==> config.mk <==
export PLATFORM = sky130hd
export DESIGN_NAME = ps2_key_digits
export DESIGN_NICKNAME = d
export VERILOG_FILES = /design/src/rtl/kbd_disp_pkg.sv /design/src/rtl/ps2_rx.sv /design/src/rtl/ps2_key_digits.sv
export SDC_FILE = /design/constraint.sdc
export NUM_CORES = 1
export LEC_CHECK = 0
export CORE_MARGIN = 2
export CORE_UTILIZATION = 40
export CTS_CLUSTER_DIAMETER = 120
export CTS_CLUSTER_SIZE = 16
export DETAILED_ROUTE_END_ITERATION = 10
export SYNTH_ARGS = -nofsm -noshare
export SYNTH_HDL_FRONTEND = slang
export SYNTH_SLANG_ARGS = --single-unit
==> constraint.sdc <==
create_clock -name clk -period 1.7 [get_ports clk]
set_clock_uncertainty 0.05 [all_clocks]
set_input_delay 0.34 -clock clk [delete_from_list [all_inputs] [get_ports clk]]
set_output_delay 0.34 -clock clk [all_outputs]
set_load 0.01 [all_outputs]
==> src/rtl/kbd_disp_pkg.sv <==
// Shared constants, FSM state type and a digit helper for the PS/2 key digit display.
package kbd_disp_pkg;

    // Digit code that the hex7seg decoders render as an unlit digit
    localparam logic [4:0] DIGIT_BLANK = 5'd16;

    // Scan code prefixes: break (key released) and extended-key marker
    localparam logic [7:0] SC_BREAK = 8'hF0;
    localparam logic [7:0] SC_EXT   = 8'hE0;

    // Position in the make/break byte stream
    typedef enum logic [1:0] {
        IDLE    = 2'd0,
        PRESSED = 2'd1,
        BREAK   = 2'd2
    } kbd_state_t;

    // A 4-bit value shown as a hex digit (codes 0..15)
    function automatic logic [4:0] hex_digit(input logic [3:0] n);
        return {1'b0, n};
    endfunction

endpackage

==> src/rtl/ps2_rx.sv <==
// PS/2 frame receiver: input synchronisers, falling-edge detect, 11-bit shift
// register, start/parity/stop check and a mid-frame inactivity timeout.
module ps2_rx #(
    parameter int TIMEOUT_CYCLES = 50000,
    parameter int SYNC_STAGES    = 3
) (
    input  logic       clk,
    input  logic       rst,
    input  logic       ps2_clk,
    input  logic       ps2_data,
    output logic [7:0] rx_byte,
    output logic       rx_valid,
    output logic       frame_err
);

    localparam int TW = $clog2(TIMEOUT_CYCLES + 1);

    logic [SYNC_STAGES-1:0] clk_sync;
    logic [SYNC_STAGES-1:0] data_sync;
    logic                   clk_s;
    logic                   data_s;
    logic                   clk_prev;
    logic                   fall;
    logic [3:0]             bit_cnt;
    logic [3:0]             eff_cnt;
    logic [10:0]            shreg;
    logic [10:0]            frame_w;
    logic                   frame_ok;
    logic [TW-1:0]          to_cnt;
    logic                   timed_out;

    assign clk_s  = clk_sync[SYNC_STAGES-1];
    assign data_s = data_sync[SYNC_STAGES-1];

    // Synchronise both PS/2 lines; reset to the idle-high bus level so no false edge follows reset
    always_ff @(posedge clk) begin
        if (rst) begin
            clk_sync  <= '1;
            data_sync <= '1;
            clk_prev  <= 1'b1;
        end else begin
            clk_sync  <= {clk_sync[SYNC_STAGES-2:0], ps2_clk};
            data_sync <= {data_sync[SYNC_STAGES-2:0], ps2_data};
            clk_prev  <= clk_s;
        end
    end

    // Edge detect, timeout qualification and frame assembly/check.
    // A timeout expiring on the same cycle as an edge restarts the frame so
    // that edge becomes bit 0 of the new frame.
    always_comb begin
        fall      = clk_prev & ~clk_s;
        timed_out = (bit_cnt != 4'd0) && (to_cnt == TW'(TIMEOUT_CYCLES - 1));
        eff_cnt   = timed_out ? 4'd0 : bit_cnt;
        frame_w   = {data_s, shreg[10:1]};
        frame_ok  = ~frame_w[0] & frame_w[10] & (^frame_w[9:1]);
    end

    // Bit counter, shift register, timeout counter and one-cycle result strobes
    always_ff @(posedge clk) begin
        if (rst) begin
            bit_cnt   <= 4'd0;
            shreg     <= '0;
            to_cnt    <= '0;
            rx_byte   <= 8'h00;
            rx_valid  <= 1'b0;
            frame_err <= 1'b0;
        end else begin
            rx_valid  <= 1'b0;
            frame_err <= 1'b0;
            if (fall) begin
                shreg  <= frame_w;
                to_cnt <= '0;
                if (eff_cnt == 4'd10) begin
                    bit_cnt <= 4'd0;
                    if (frame_ok) begin
                        rx_byte  <= frame_w[8:1];
                        rx_valid <= 1'b1;
                    end else begin
                        frame_err <= 1'b1;
                    end
                end else begin
                    bit_cnt <= eff_cnt + 4'd1;
                end
            end else if (timed_out) begin
                bit_cnt <= 4'd0;
                to_cnt  <= '0;
            end else if (bit_cnt != 4'd0) begin
                to_cnt <= to_cnt + TW'(1);
            end else begin
                to_cnt <= '0;
            end
        end
    end

endmodule

==> src/rtl/ps2_key_digits.sv <==
// PS/2 keyboard to four hex7seg digit codes: held scan code (hi/lo nibble)
// and a two-digit BCD count of key presses with leading-zero blanking.
module ps2_key_digits
    import kbd_disp_pkg::*;
#(
    parameter int TIMEOUT_CYCLES = 50000,
    parameter int SYNC_STAGES    = 3
) (
    input  logic       clk,
    input  logic       rst,
    input  logic       ps2_clk,
    input  logic       ps2_data,
    output logic [4:0] code_lo,
    output logic [4:0] code_hi,
    output logic [4:0] cnt_lo,
    output logic [4:0] cnt_hi,
    output logic       key_down,
    output logic       frame_err
);

    logic [7:0] rx_byte;
    logic       rx_valid;

    kbd_state_t state_q;
    kbd_state_t state_d;

    logic [7:0] cur_code;
    logic [3:0] ones_q;
    logic [3:0] tens_q;
    logic [3:0] ones_inc;
    logic [3:0] tens_inc;

    logic do_latch;
    logic do_count;
    logic do_release;

    ps2_rx #(
        .TIMEOUT_CYCLES(TIMEOUT_CYCLES),
        .SYNC_STAGES   (SYNC_STAGES)
    ) u_rx (
        .clk      (clk),
        .rst      (rst),
        .ps2_clk  (ps2_clk),
        .ps2_data (ps2_data),
        .rx_byte  (rx_byte),
        .rx_valid (rx_valid),
        .frame_err(frame_err)
    );

    // Decode FSM state register
    always_ff @(posedge clk) begin
        if (rst) state_q <= IDLE;
        else     state_q <= state_d;
    end

    // Next state: advances only on a received byte; extended prefixes never move it
    always_comb begin
        state_d = state_q;
        if (rx_valid) begin
            unique case (state_q)
                IDLE: begin
                    if (rx_byte == SC_BREAK)    state_d = BREAK;
                    else if (rx_byte != SC_EXT) state_d = PRESSED;
                end
                PRESSED: begin
                    if (rx_byte == SC_BREAK) state_d = BREAK;
                end
                BREAK: begin
                    if (rx_byte != SC_EXT) state_d = IDLE;
                end
                default: state_d = IDLE;
            endcase
        end
    end

    // FSM actions: latch a new code (and count it), or release the held key
    always_comb begin
        do_latch   = 1'b0;
        do_count   = 1'b0;
        do_release = 1'b0;
        if (rx_valid) begin
            unique case (state_q)
                IDLE: begin
                    if (rx_byte != SC_BREAK && rx_byte != SC_EXT) begin
                        do_latch = 1'b1;
                        do_count = 1'b1;
                    end
                end
                PRESSED: begin
                    if (rx_byte != SC_BREAK && rx_byte != SC_EXT && rx_byte != cur_code) begin
                        do_latch = 1'b1;
                        do_count = 1'b1;
                    end
                end
                BREAK: begin
                    if (rx_byte != SC_EXT) do_release = 1'b1;
                end
                default: ;
            endcase
        end
    end

    // Two-digit BCD increment, 99 wraps to 00
    always_comb begin
        ones_inc = ones_q + 4'd1;
        tens_inc = tens_q;
        if (ones_q == 4'd9) begin
            ones_inc = 4'd0;
            tens_inc = (tens_q == 4'd9) ? 4'd0 : tens_q + 4'd1;
        end
    end

    // Held code, key_down and scan-code digit registers
    always_ff @(posedge clk) begin
        if (rst) begin
            cur_code <= 8'h00;
            key_down <= 1'b0;
            code_lo  <= DIGIT_BLANK;
            code_hi  <= DIGIT_BLANK;
        end else if (do_latch) begin
            cur_code <= rx_byte;
            key_down <= 1'b1;
            code_lo  <= hex_digit(rx_byte[3:0]);
            code_hi  <= hex_digit(rx_byte[7:4]);
        end else if (do_release) begin
            key_down <= 1'b0;
            code_lo  <= DIGIT_BLANK;
            code_hi  <= DIGIT_BLANK;
        end
    end

    // Press counter and its digit registers; tens digit blanks while zero
    always_ff @(posedge clk) begin
        if (rst) begin
            ones_q <= 4'd0;
            tens_q <= 4'd0;
            cnt_lo <= 5'd0;
            cnt_hi <= DIGIT_BLANK;
        end else if (do_count) begin
            ones_q <= ones_inc;
            tens_q <= tens_inc;
            cnt_lo <= hex_digit(ones_inc);
            cnt_hi <= (tens_inc == 4'd0) ? DIGIT_BLANK : hex_digit(tens_inc);
        end
    end

endmodule

---- Yosys cells after proc, flatten, opt, wreduce, memory -nomap -nowiden ----
Index checks and enable logic that the tools add are counted.
word-level totals
  bits in registers ....................... 82
operators by class
  bitwise logic cells ..................... 8
  equal/unequal tests ..................... 13
  multiplexer cells ....................... 26
  add/subtract/negate cells ............... 4
  reductions and logical operators ........ 12
operator list
  operator                                       count
  two-way mux 4 bit                              6
  two-way mux 5 bit                              4
  adder 16 x 1 -> 16 bit, second input constant  1
  equality test 16 bit, second input constant    1
  inequality test 8 bit, second input constant   2
  adder 4 x 1 -> 4 bit, second input constant    3
  equality test 4 bit, second input constant     3
  two-way mux 1 bit                              10
  parity 9 bit                                   1
  equality test 8 bit, second input constant     1
  two-way mux 2 bit                              4
  inequality test 8 bit                          1
  one-hot mux 2 bit (3 select lines)             1
  NOT 1 bit                                      5
  logical NOT 4 bit                              1
  inequality test 2 bit, second input constant   2
  AND reduction 4 bit                            1
  nonzero test 4 bit                             1
  OR reduction 4 bit                             1
  AND 1 bit                                      3
  logical AND 1 bit                              3
  inequality test 3 bit, second input constant   1
  AND reduction 3 bit                            1
  OR reduction 3 bit                             1
  other kinds (5)                                5

---- Longest topological paths before layout ----
  word-level depth ........................ 7
  depth in mapped cells ................... 8
  depth with buffers taken out ............ 6

---- By module ----
Synthesis repeated with hierarchy kept, for this count alone.
unflattened totals
  cells, all modules ...................... 387
  area, all modules ....................... 3563.4 um2
by module, submodules not included
  module          area each (um2)  instances  cells each  sequential area each (um2)
  ps2_rx          1975.6           1          210         940.9
  ps2_key_digits  1587.8           1          177         660.6

---- Worst setup path before layout ----
OpenSTA, ideal clock, no wires.
  path kind ............................... reg2reg
  start point ............................. register u_rx.to_cnt[0]
  end point ............................... register u_rx.rx_byte[0]
  slack ................................... -0.120 ns
  buffers on the path ..................... 0
  arrival time ............................ 1.700 ns
  stages on the path, launching flop included .. 7
  path through ............................ dfxtp_1 ha_1 and3_1 nand3_1 o31ai_2 o31ai_1 a21oi_1
on the way
  cells in the longest elaborated chain, start to end .. 5
RTL lines
  what                           RTL line      source
  from (decl)                    ps2_rx.sv:29  logic [TW-1:0] to_cnt;
  from (signal assigned)         ps2_rx.sv:89  to_cnt <= to_cnt + TW'(1);
  equality test 16 bit           ps2_rx.sv:53  timed_out = (bit_cnt != 4'd0) && (to_cnt == TW'(TIMEOUT_CYCLES - 1));
  logical AND 1 bit              ps2_rx.sv:53
  two-way mux 4 bit              n/a
  equality test 4 bit            ps2_rx.sv:74  if (eff_cnt == 4'd10) begin
  AND reduction 3 bit (no line)  n/a
  to (signal assigned)           ps2_rx.sv:77  rx_byte <= frame_w[8:1];
  to (decl)                      ps2_rx.sv:11  output logic [7:0] rx_byte,
Every way passes these cells.
A chain may end at the register's enable or synchronous reset.

---- Worst setup path after layout ----
  start point ............................. register u_rx.to_cnt[10]
  end point ............................... register u_rx.rx_byte[5]
Same word-level chain as after synthesis.

==> flow_metrics.tcl <==
set metrics [dict create \
    outcome "finished, violations left" \
    violations "negative setup slack" \
    ys.flop_type "sky130_fd_sc_hd__dfxtp_1" \
    cts_root_buf "sky130_fd_sc_hd__clkbuf_8" \
    min_period_ns 1.76 \
    floorplan.io_pins 26 \
    core.rowCount 33 \
    async_reset_ff_share_pct 0 \
    chip_height_um 97 \
    synthesis.nets 401 \
    worst_ep_arrival_time_ns 1.98 \
    synth_top_cells_by_area "sky130_fd_sc_hd__dfxtp_1 46%, sky130_fd_sc_hd__a21oi_1 5.9%, sky130_fd_sc_hd__nand2_1 5.4%" \
    timing.critical_path.to_type "register" \
    synth_area_um2 3460 \
    synth.distinct_cells 52 \
    global_route_total_usage_across_every_layer_pct 16.6 \
    grt_setup_unrepaired "true" \
    worst_r2r_path_depth 5 \
    slew_of_the_pin_with_the_lowest_slew_margin_ns 0.521 \
    post_synth.cell_area_avg_um2 8.74 \
    synth_top_area_share_pct 46.3 \
    grt_antenna_before_repair 0 \
    timing.critical_path.cells "or4b_4 -> o31ai_4 -> buf_12 -> o31ai_1 -> a21oi_1" \
    finish.net_count 482 \
    slew-limit-headroom_pct 65.2 \
    critPathMaxFanout 10 \
    hold_violations 0 \
    cts_num_sinks 80 \
    timing.hold.worst.class "register to register" \
    tritoncts "built" \
    syn2layout_area_growth_pct 39.5 \
    drt_pass1_iterations 4 \
    clkSlewWorstSetupHoldPaths_ns 0.09 \
    number_of_flip_flops_and_latches_in_the_synthesized_netlist 80 \
    ir_worst_vdd_v 0.000387 \
    layout.filler_cells 743 \
    core_area_um2 8300 \
    fmax_ghz 0.568 \
    critical_path_buf_inv_count 1 \
    count_of_input_and_output_buffers 24 \
    worst_path_max_delay_cell "sky130_fd_sc_hd__or4b_4" \
    crit_required_ns 1.92 \
    route.vias.total 3037 \
    cap_violations 0 \
    finalSetupViolCount 25 \
    die-width_um 97 \
    worst_setup_path_category "register to register" \
    grt.overflow.total 0 \
    ratio_of_cells_with_drive_above_1_in_the_final_layout_pct 32.8 \
    synth_top_cell_by_area "sky130_fd_sc_hd__dfxtp_1" \
    clock_path_buffers 2 \
    drtAntennaViolNets 0 \
    path_delay_family "simple AND/OR/NAND/NOR gates" \
    post-route-drc-count 0 \
    static-leakage-power_uw 0.00180 \
    setup.reg_to_reg.worst_slack_ns -0.06 \
    setup_slack_ns -0.0591 \
    start_util_pct 41.7 \
    timing.final.crit_share_pct 103 \
    cts.htree.levels 3 \
    yosys_warnings 0 \
    place_congestion 0.857 \
    grt_max_degree 66 \
    stages_on_worst_setup_path 5 \
    total_wire_length_after_detailed_routing_mm 7.77 \
    routedWlPerCell_um 13.2 \
    drt-initial-drc-count 100 \
    synthCells 396 \
    hpwlAfterDp_mm 5.04 \
    final_cell_area_um2 4830 \
    timing_max_transition_violations_final 0 \
    grt_first_pass_wirelength_mm 13.0 \
    n_antenna_cell 0 \
    worst_skew_pair.late_latency_ns 0.35 \
    cp-start-kind "register" \
    area_of_the_die_um2 9410 \
    synth_seq_area_share_pct 46.3 \
    drt-vias-per-instance 5.17 \
    worstHoldPathCells 1 \
    cellPowerDensity_nw_per_um2 715 \
    cts_buffers 9 \
    placed_area_um2 4250 \
    critical_path.max_stage_delay_ns 0.59 \
    dp_slack_ns -0.101 \
    synth_edf_count 0 \
    vias_in_the_first_global_route 2802 \
]
## layer usage
layer	GRT usage, %	routed length [um]	up-vias
li1	-	-	1545
met1	21.9	3680	1446
met2	27.2	3790	39
met3	3.03	195	7
met4	6.39	104	0
met5	0	0	-
## per-stage QoR
stage                     TNS (ns)  util [%]  std cells  hold WS [ns]  power [uW]
final                       -0.548      58.2        587         0.369        3450
after detailed placement     -1.52      51.2        562         0.350        2010
after CTS                   -0.342      55.6        582         0.371        3490
after floorplan             -0.764         -        396         0.339        1980
after global placement       -1.69      51.2        562         0.342        2010
after global routing         -3.52      58.2        587         0.389        3600
## worst register-to-register path, delay by kind of cell (launching register included)
kind	cells	cell delay [ns]
AO/OA/AOI/OAI	3	0.56
buffers and inverters	1	0.17
flip-flops	1	0.32
AND/OR/NAND/NOR	1	0.59
## state kept, by name, summed over array words and instances (netlist names), 2 cells and up
register and flops:
cnt_hi 5, cnt_lo 4, code_hi 4, code_lo 5, cur_code 8, state_q 2
tens_q 4, u_rx.bit_cnt 4, u_rx.clk_sync 3, u_rx.data_sync 3, u_rx.rx_byte 8, u_rx.shreg 10
u_rx.to_cnt 16
## power breakdown
group          internal, uW  leakage, uW  switching [uW]  total (uW)
combinational          34.1      0.00104            52.5        86.6
clock                   767     0.000102             718        1480
sequential             1880     0.000654            5.14        1880
total                  2680      0.00180             775        3450
## cell usage after synthesis (all sizes together) (6+ instances only)
cell type	number
dfxtp	80
nand2	50
a21oi	41
nor2	33
xnor2	17
xor2	17
nand3	15
nand4	14
clkbuf	13
o21ai	11
buf	10
nor2b	9
o31ai	9
or2	7
nand2b	6
nor3	6
## final timing paths
kind	endpoint	start
worst max register to register	u_rx.rx_byte[5]	u_rx.to_cnt[10]
worst min register to register	u_rx.clk_sync[1]	u_rx.clk_sync[0]
worst max-delay path	u_rx.rx_byte[5]	u_rx.to_cnt[10]
worst min-delay path	u_rx.clk_sync[1]	u_rx.clk_sync[0]
## placed cells by master, fill, tap and decap left out, types with 3 or more instances in the layout
cell / count
sky130_fd_sc_hd__dfxtp_1: 65
sky130_fd_sc_hd__buf_4: 58
sky130_fd_sc_hd__nand2_1: 47
sky130_fd_sc_hd__a21oi_1: 36
sky130_fd_sc_hd__nor2_1: 28
sky130_fd_sc_hd__clkdlybuf4s50_1: 17
sky130_fd_sc_hd__xor2_1: 16
sky130_fd_sc_hd__xnor2_1: 14
sky130_fd_sc_hd__nand4_1: 14
sky130_fd_sc_hd__dfxtp_2: 12
sky130_fd_sc_hd__clkbuf_8: 11
sky130_fd_sc_hd__o21ai_0: 9
sky130_fd_sc_hd__nor2b_1: 8
sky130_fd_sc_hd__or2_2: 7
sky130_fd_sc_hd__nand3_2: 7
sky130_fd_sc_hd__nand3_1: 7
sky130_fd_sc_hd__nand2b_1: 6
sky130_fd_sc_hd__a31o_2: 5
sky130_fd_sc_hd__a21oi_2: 5
sky130_fd_sc_hd__buf_6: 5
sky130_fd_sc_hd__and2_1: 4
sky130_fd_sc_hd__a211oi_1: 4
sky130_fd_sc_hd__o31ai_1: 4
sky130_fd_sc_hd__inv_1: 4
sky130_fd_sc_hd__nor3_1: 4
sky130_fd_sc_hd__o31ai_2: 4
sky130_fd_sc_hd__buf_12: 4
sky130_fd_sc_hd__nand3b_1: 3
sky130_fd_sc_hd__xnor2_2: 3
sky130_fd_sc_hd__and3_1: 3
sky130_fd_sc_hd__nor2_2: 3
sky130_fd_sc_hd__dlygate4sd2_1: 3
sky130_fd_sc_hd__dlymetal6s2s_1: 3
sky130_fd_sc_hd__dfxtp_4: 3
## layout make-up
class	instances	area, um^2	share of cell area, %
Inverter	4	15.0	0.311
Timing Repair Buffer	93	853	17.7
Multi-Input combinational cell	289	1990	41.1
Sequential cell	80	1630	33.7
Tap cell	105	131	2.72
Clock inverter	5	62.6	1.30
Clock buffer	11	151	3.14
## what timing repair did
| action | CTS | global route |
|---|---|---|
| hold buffers | 0 | 0 |
| pin swaps | 17 | 21 |
| setup buffers | 3 | 4 |
| gates cloned | 1 | 1 |
| setup endpoints to repair | 33 | 57 |
| resized for setup | 26 | 49 |
| hold endpoints to repair | 0 | 0 |
## cell families (layout without fill, tap and decap cells)
kind of cell | count (synthesis) | count (layout) | synth area share, %
AOI/OAI and AO/OA | 83 | 83 | 14.7
xor gates and xnor gates | 35 | 35 | 9.26
adders and majority gates | 1 | 1 | 0.362
buffers and inverters | 27 | 113 | 3.69
DFF | 80 | 80 | 46.3
muxes | 2 | 2 | 0.579
other | 1 | 1 | 0.108
and+or+nand+nor | 167 | 167 | 25.0
Power figures use the tool's default switching activity.
